## src/rtl/sat_counter.sv

```systemverilog
// Up-counter that sticks at all-ones; synchronous clear, async active-low reset.
module sat_counter #(
    parameter int WIDTH = 8
) (
    input  logic             clk,
    input  logic             rst,
    input  logic             inc,
    input  logic             clr,
    output logic [WIDTH-1:0] count
);

    always_ff @(posedge clk or negedge rst) begin
        if (!rst) begin
            count <= '0;
        end else if (clr) begin
            count <= '0;
        end else if (inc && (count != '1)) begin
            count <= count + 1'b1;
        end
    end

endmodule

```

## config.mk

```make
export PLATFORM = sky130hd
export DESIGN_NAME = sat_counter
export DESIGN_NICKNAME = d
export VERILOG_FILES = /design/src/rtl/sat_counter.sv
export SDC_FILE = /design/constraint.sdc
export NUM_CORES = 1
export LEC_CHECK = 0
export CAP_MARGIN = 20
export CORE_AREA = 2 2 39 41
export CTS_CLUSTER_DIAMETER = 60
export DETAILED_ROUTE_END_ITERATION = 7
export DIE_AREA = 0 0 41 43
export GPL_TIMING_DRIVEN = 0
export MAX_ROUTING_LAYER = met4
export PLACE_DENSITY = 0.72
export SYNTH_ARGS = -nofsm -noshare
export SYNTH_HDL_FRONTEND = slang
export SYNTH_SLANG_ARGS = --single-unit
```

## constraint.sdc

```tcl
create_clock -name clk -period 1.7 [get_ports clk]
set_input_delay 0.34 -clock clk [delete_from_list [all_inputs] [get_ports clk]]
set_output_delay 0.34 -clock clk [all_outputs]
set_load 0.005 [all_outputs]
```

==> summary.md, run 1 <==
| Metric | Value |
|---|---|
| Main combinational cell family by area after synthesis | `simple AND/OR/NAND/NOR gates` |
| Max VDD drop | `196 uV` |
| CP Launch Point | `count[0]` |
| Nets | `69` |
| CP startpoint kind | `flop` |
| Hold Path Class | `input pin to async pin` |
| Pre-CTS WS | `-25.6 ps` |
| Slowest cell on the critical path | `dfrtp_1` |
| Reg2reg setup slack | `90 ps` |
| Top-Level Pins | `12` |
| Setup WS post-layout | `90.1 ps` |
| Post-route cell area | `between 600 and 700 um2` |
| Synth Area in Simple Gates | `31.0%` |
| Hold Fails Final Rpt | `0` |
| Crit path to | `count[0]` |
| FF-to-FF End | `count[0]` |
| H-Tree Depth | `1` |
| Per-cell routed wire length | `between 10 and 15 um` |
| Initial antenna violation count | `0` |
| Final min period | `between 1500 and 2000 ps` |
| Grt ovf | `0` |
| Netlist cell types | `28` |
| Ys flop type | `dfrtp_1` |
| Adder-cell area share of the yosys netlist | `between 2 and 3%` |
| Clock Sinks | `8` |
| Area grow syn2layout | `32.1%` |
| Antenna fix cells | `0` |
| Cell Area, Synth | `between 400 and 500 um2` |
| MaxCap Viol Count | `0` |
| Vias per std cell | `5.63` |
| Final Util | `44.3%` |
| Slew headroom | `75.3%` |
| Clk pwr share | `39.7%` |
| Skew-Pair Late Insertion Delay | `270 ps` |
| EDFF count, synth | `0` |
| P_leak | `0.238 nW` |
| Post-Synth XOR/XNOR Area | `0%` |
| Sequential Power Share | `50.0%` |
| Sw frac | `26.0%` |
| Synth Area in Compound Gates | `between 10 and 15%` |
| Postcts setup bufs | `0` |
| Die area | `0.00176 mm2` |
| Tightest Pin Transition | `361 ps` |
| Post-synth ARST share | `100%` |
| R2R depth | `4` |
| Worst path cell trace | `ha_2 -> and4_2 -> a21boi_2 -> mux2_2` |
| Crit Path Class | `flop to flop` |
| Max stage delay on crit path | `around 440 ps` |
| Cell family with the largest share of critical-path delay | `flip-flops` |
| Yosys top cell by area | `dfrtp_1` |
| Dpl cell area | `~580 um2` |
| Top reg by flops | `count` |
| Routed Antenna Nets | `0` |
| Power Internal | `299 uW` |
| Power Dens Cells | `660 mW/mm2` |
| Psw | `105 uW` |
| PortBufs | `10` |
| Crit path buffers/inverters | `0` |
| Initial core utilization | `33.5%` |
| Synth Area per Inst | `between 9 and 10 um2` |
| Drt pass-1 iters | `4` |
| Crit Path Max Fanout | `7` |
| Hold buffers post-CTS | `0` |
| Critical Path RT | `1860 ps` |
| CTS buffer count | `3` |
| Mux cell area share after synthesis | `7.01%` |
| Placement Rows | `14` |
| Synth top area share | `43.1%` |
| Setup violators final | `0` |
| Mapped Cells | `49` |
| TritonCTS clock tree | `yes` |
| CP arrival | `1770 ps` |
| FF+latch count, synth | `8` |
| Number of vias in the routed layout | `439` |
| Pin count of the biggest net entering global routing | `11` |
| Achievable Freq | `621 MHz` |
| Critical path depth | `4` |
| RSZ-0062 raised after global routing | `no` |
| Sequential area share after synthesis | `between 40 and 50%` |
| Hold Slack | `354 ps` |
| Crit share post-route | `94.7%` |
| Status | `finished clean` |
| Routed WL | `~1100 um` |
| Power share of the combinational group | `between 10 and 15%` |
| Clock buffer depth | `2` |
| Total core area | `0.00138 mm2` |
| Clock Skews | `2.91 ps` |
| Area contributors post-synth | `dfrtp_1 (43%), mux2_2 (4.9%), nor3_1 (4.3%)` |
| Largest registers | `count: 8 flops` |
| Die X | `41 um` |
| Initial drt markers | `9` |
| First-pass GRT wire length | `between 1500 and 2000 um` |
| Number of fill cells in the layout | `145` |
| GRT Util Overall | `15.5%` |
| Gp weighted congestion | `0.701` |
| Max-slew violation total from the final report | `0` |
| DR DRC count | `0` |
| Share of cells above drive strength 1 | `16.1%` |
| Reg2Reg Launch Point | `count[0]` |
| Syn_nets | `54` |
| Root buffer cell | `clkbuf_4` |
| Worst-path clk slew | `60 ps` |
| Max reg flops | `8` |
| TNS Setup | `0 ps` |
| Vias in the first global route | `402` |
| Crit path capture type | `flop` |
| Die Y | `43 um` |
| Ys Warns | `0` |
-- cell usage after synthesis (all sizes together) (2+ instances only) --
cell	count
dfrtp	8
nor2	2
mux2	2
nor2b	3
nor3	4
inv	2
and4	2
nand2	2
nand3	3
a21oi	3
nand2b	3
-- power by group through the flow --
stage / clock [mW] / combinational, mW / sequential (mW)
2_1_floorplan: 0 / 0.0194 / 0.205
3_3_place_gp: 0 / 0.0405 / 0.205
3_5_place_dp: 0 / 0.0416 / 0.206
4_1_cts: 0.155 / 0.0420 / 0.202
5_1_grt: 0.170 / 0.0474 / 0.203
6_report: 0.161 / 0.0417 / 0.202
-- cell usage in the layout, fill, tap and decap left out, types with 2 or more instances in the layout --
master / count
mux2_2: 2
a21oi_1: 3
nand2b_1: 3
clkdlybuf4s50_1: 10
nor2_1: 2
nor2b_1: 3
nor3_1: 4
nand3_1: 2
dfrtp_1: 8
nand2_1: 2
clkbuf_4: 3
inv_1: 2
-- timing repair --
item | in CTS | in global routing
gates resized for setup | 1 | 1
pin swaps | 0 | 0
endpoints found under the setup margin | 1 | 2
-- stage by stage --
step	power, mW	std cells
after global placement	0.246	75
after CTS	0.399	78
final	0.405	78
after detailed placement	0.247	75
after global routing	0.420	78
after floorplan	0.224	49
-- final cells by class --
type / count / area, um2 / share of cell area [%]
Multi-Input combinational cell: 37 / 254 / 41.4
Sequential cell: 8 / 200 / 32.7
Timing Repair Buffer: 10 / 100 / 16.3
Clock buffer: 3 / 22.5 / 3.67
Tap cell: 16 / 20.0 / 3.27
Buffer: 2 / 8.76 / 1.43
Inverter: 2 / 7.51 / 1.22
-- cell families after synthesis --
| group | after synthesis |
|---|---|
| DFF | 8 |
| and+or+nand+nor | 24 |
| adders and majority gates | 1 |
| buffers and inverters | 4 |
| muxes | 3 |
| AOI/OAI and AO/OA | 9 |
-- routing by layer --
metal	global-route usage (%)	part of all wire [%]	up-vias
met2	21.6	47	10
met5	-	0	-
met4	12.0	3.6	0
met3	4.71	4.6	5
met1	17.5	45	214
li1	-	-	210
-- worst min-delay path by stage --
| stage | from | to | slack, ps | cells past startpoint |
|---|---|---|---|---|
| after detailed placement | count[7] | count[7] | 580 | 2 |
| final | rst | count[6] | 350 | 1 |
| after floorplan | rst | count[0] | 40 | 0 |
| after global placement | count[7] | count[7] | 560 | 2 |
| after global routing | rst | count[7] | 390 | 1 |
| after CTS | rst | count[6] | 370 | 1 |
Power figures use the tool's default switching activity.
==> run 2: changes to the inputs <==
ABC_CLOCK_PERIOD_IN_PS = 1700   (was not set)
==> results of run 2 <==
Final layout, timing and power as in run 1 (identical DEF).
==> variant 1 (settings of run 1) <==
Reset style: synchronous (`rst`), changed in one clocked block. Comments in the files are not updated.
--- a/src/rtl/sat_counter.sv
+++ b/src/rtl/sat_counter.sv
@@ -9,7 +9,7 @@
     output logic [WIDTH-1:0] count
 );
 
-    always_ff @(posedge clk or negedge rst) begin
+    always_ff @(posedge clk) begin
         if (!rst) begin
             count <= '0;
         end else if (clr) begin
Behaviour: differs if rst is asserted again (counterexample within 4 cycles, from zero or initial values and one cycle with rst low); with rst held inactive, the same outputs for 10 cycles.
==> variant 1 against run 1 <==
Routed wire length fell by 15%. Highest routed layer is now met3. Setup slack worse by 29 ps. Area after synthesis down 9.2%. Via count shrank 7.7%. Design area fell by 6.3%. Sequential cell count did not move. Total power is 10% lower. Fmax fell by 1.7%. First-iteration DRC count fell by 78%. Clock skew up 8.8 ps. Synthesized cell count decreased by 6.1%. Worst hold slack gained 150 ps.
==> variant 1: results (changes against run 1) <==
| Metric | Value |
|---|---|
| Routability congestion estimate | `0.685 (-2.2%)` |
| Nets | `67 (-2.9%)` |
| VDD IR max | `0.274 mV (+40%)` |
| R2R depth | `4 (unchanged)` |
| Crit path max-delay family | `buffers and inverters` |
| Sequential share of the synthesized area | `0.380 (-0.0514)` |
| Total GRT Usage | `0.125 (-0.0301)` |
| HP Class | `reg -> reg` |
| Post-CTS Resized | `0 (-1)` |
| Initial DRC Count | `2 (-7)` |
| Drt pass-1 iters | `2 (-2)` |
| First-pass GRT wire length | `1410 um (-18%)` |
| Synth top area cells | `dfxtp_1 (38%), and4_1 (8.3%), mux2i_1 (7.1%)` |
| Place WS | `15.6 ps (+41.2 ps)` |
| Slowest stage delay, CP | `560 ps (+120 ps)` |
| Synth top cells by count | `dfxtp_1 (8), a21oi_1 (5), nand2_1 (5)` |
| Commonest register cell after synthesis | `dfxtp_1` |
| Share of layout cells above drive strength 1 | `0.117 (-0.0446)` |
| CP max-delay cell | `clkdlybuf4s50_1` |
| Via/cell ratio | `5.33 (-5.3%)` |
| Crit path max fanout | `9 (+2)` |
| Max clock buf depth | `2 (unchanged)` |
| Skew final | `11.7 ps (+8.79 ps)` |
| Synth cell types | `19 (-32%)` |
| Syn nets | `51 (-5.6%)` |
| Worst-margin pin slew | `508 ps (+147 ps)` |
| Vias in the first global route | `359 (-11%)` |
| Routed WL | `895 um (-15%)` |
| Outcome | `completed` |
| Largest net degree at the start of global routing | `10 (-1)` |
| Critical Path AT | `1300 ps (-470 ps)` |
| Port Buffers | `11 (+1)` |
| Leak Pwr | `0.207 nW (-13%)` |
| CTS H-Tree Depth | `1 (unchanged)` |
| Async SR Flop Fraction | `0 (-1.00)` |
==> variant 1: cell type report <==
class	instances	area (um^2)
Multi-Input combinational cell	38	262
Timing Repair Buffer	11	110
Tap cell	16	20.0
Fill cell	144	810
Clock buffer	3	22.5
Sequential cell	8	160
==> variant 1: cells by family after synthesis <==
logic type,share of synthesized area
adder cells (fa/ha/maj),0.0297
multiplexers,0.0712
AND/OR/NAND/NOR,0.329
flip-flops,0.380
AO/OA/AOI/OAI,0.190
==> variant 1: metal layers <==
layer | routed length (um) | up-vias | part of all wire | GRT usage
li1 | - | 206 | - | -
met2 | 443 | 9 | 0.49 | 0.188
met3 | 50 | 0 | 0.056 | 0.0628
met5 | 0 | - | 0 | -
met1 | 401 | 190 | 0.45 | 0.129
met4 | 0 | 0 | 0 | 0.0600
==> variant 1: worst register-to-register path, cell delays in order (launching register included) <==
cell and delay (ps):
dfxtp_1 350, ha_1 260, and4_4 230, a211oi_2 240, mux2i_1 200
==> variant 1: power breakdown <==
group	internal, W	switching (W)	total, W
Sequential	0.000189	0.00000220	0.000192
Combinational	0.0000140	0.00000999	0.0000240
Clock	0.0000809	0.0000665	0.000147
==> variant 1: stage by stage <==
stage | total power, W | std cells | cell area [um^2]
2_1_floorplan | 0.000205 | 46 | 422
3_3_place_gp | 0.000219 | 73 | 552
3_5_place_dp | 0.000220 | 73 | 552
4_1_cts | 0.000371 | 76 | 574
5_1_grt | 0.000383 | 76 | 574
6_report | 0.000363 | 76 | 574
==> variant 1: path summary, 6_finish.rpt <==
path / from / endpoint / slack (ps)
max: count[4] / count[4] / 60
min: count[1] / count[1] / 500
max reg2reg: count[0] / count[5] / 360
min reg2reg: count[1] / count[1] / 500
==> variant 2 (settings of run 1) <==
Made on the original files. Change the parameter `WIDTH` from 8 to 12.
--- a/src/rtl/sat_counter.sv
+++ b/src/rtl/sat_counter.sv
@@ -1,6 +1,6 @@
 // Up-counter that sticks at all-ones; synchronous clear, async active-low reset.
 module sat_counter #(
-    parameter int WIDTH = 8
+    parameter int WIDTH = 12
 ) (
     input  logic             clk,
     input  logic             rst,
Ports: changed (resized count); port bits go from 12 to 16. No check against the original RTL was run, so the function may have changed too.
==> variant 2 against run 1 <==
Core utilization grew 24 points. Largest cell class unchanged. Largest power group unchanged. Synthesized cell count grew 43%. Design area increased by 53%. Routed wire length rose by 41%. Global-route usage grew 5.0 points. Count of clock-buffer cells in the layout rose by 1. Area after synthesis is 54% higher. Cell count is 35% higher. Critical path type is now reg -> out. Sequential cell count increased by 4. Setup slack worse by 52 ps. Total power increased by 43%. Fmax down 3.1%.
==> variant 2: results (changes against run 1) <==
| Metric | Value |
|---|---|
| Crit path max-delay family | `buffers and inverters` |
| FILL cells | `126 (-13%)` |
| Syn nets | `75 (+39%)` |
| CP max-delay cell | `clkdlybuf4s50_1` |
| Synth cell types | `29 (+3.6%)` |
| Crit path max fanout | `6 (-1)` |
| Outcome | `completed` |
| Port Buffers | `15 (+5)` |
| Share of layout cells above drive strength 1 | `0.157 (-0.00399)` |
| M2 GR Usage | `0.306 (+0.0906)` |
| Met1 Use GR | `0.250 (+0.0747)` |
| Top Registers | `count x12` |
| Leak Pwr | `0.375 nW (+58%)` |
| Sequential share of the synthesized area | `0.420 (-0.0110)` |
| Slowest stage delay, CP | `550 ps (+110 ps)` |
| Routability congestion estimate | `0.787 (+12%)` |
| Initial DRC Count | `4 (-5)` |
| Vias in the first global route | `587 (+46%)` |
| First-pass GRT wire length | `2390 um (+39%)` |
| Synth top area cells | `dfrtp_1 (42%), nor2_1 (5.3%), nand3_4 (4.9%)` |
| Syn_area_per_cell | `10.2 um^2 (+7.7%)` |
| CTS clock-pin slew for the worst setup and hold paths | `80 ps (+20 ps)` |
| Via/cell ratio | `6.08 (+8.0%)` |
| Synth top cells by count | `dfrtp_1 (12), nor2_1 (10), nand3_1 (5), nor3_1 (5)` |
| Max-slew headroom | `0.628 (-0.125)` |
variant 2: changes by cell type after synthesis, sizes merged, moves of 2 or more:
cell    delta
xnor2      +2
nand4      +2
dfrtp      +4
nand3      +4
nand2b     -3
nand2      +2
nor2       +8
variant 2: what timing repair did:
| action | CTS | global route |
|---|---|---|
| resized for setup | 1 | 4 |
| pin swaps | 0 | 1 |
| setup endpoints to repair | 1 | 5 |
variant 2: routing by layer:
metal,up-vias,share of wire
li1,306,-
met1,310,0.46
met2,17,0.47
met3,5,0.040
met4,0,0.026
met5,-,0
variant 2: final timing paths:
| path | start | endpoint | slack (ps) |
|---|---|---|---|
| min in group clk | inc | count[2] | 520 |
| hold reg to reg | count[1] | count[1] | 600 |
| hold / removal | rst | count[10] | 410 |
| max in group asynchronous | rst | count[6] | 890 |
| setup / recovery | count[3] | count[3] | 40 |
| setup reg to reg | count[0] | count[1] | 100 |
variant 2: power breakdown:
group          switching, W  internal [W]
Clock              0.000103      0.000130
Combinational     0.0000245     0.0000252
Sequential       0.00000632      0.000290
variant 2: area by class of cell:
cell class,count,area [um^2],area share
Multi-Input combinational cell,56,412,0.438
Buffer,1,12.5,0.0133
Timing Repair Buffer,15,153,0.162
Tap cell,16,20.0,0.0213
Clock buffer,4,36.3,0.0386
Sequential cell,12,303,0.322
Inverter,1,3.75,0.00399
variant 2: cell families after synthesis:
family | share of synthesized area
buffers and inverters | 0.0228
AOI/OAI and AO/OA | 0.0911
DFF | 0.420
adders and majority gates | 0.0175
and+or+nand+nor | 0.347
xor gates and xnor gates | 0.0368
muxes | 0.0648
variant 2: through the flow:
| step | cells | util | cell area, um^2 | setup slack (ps) | hold slack (ps) |
|---|---|---|---|---|---|
| after CTS | 105 | 0.667 | 923 | 8.52 | 432 |
| after global routing | 105 | 0.679 | 940 | 2.63 | 470 |
| after global placement | 101 | 0.639 | 885 | -272 | 564 |
| final | 105 | 0.679 | 940 | 38.4 | 410 |
| after detailed placement | 101 | 0.639 | 885 | -286 | 581 |
| after floorplan | 70 | - | 714 | 140 | 44.4 |
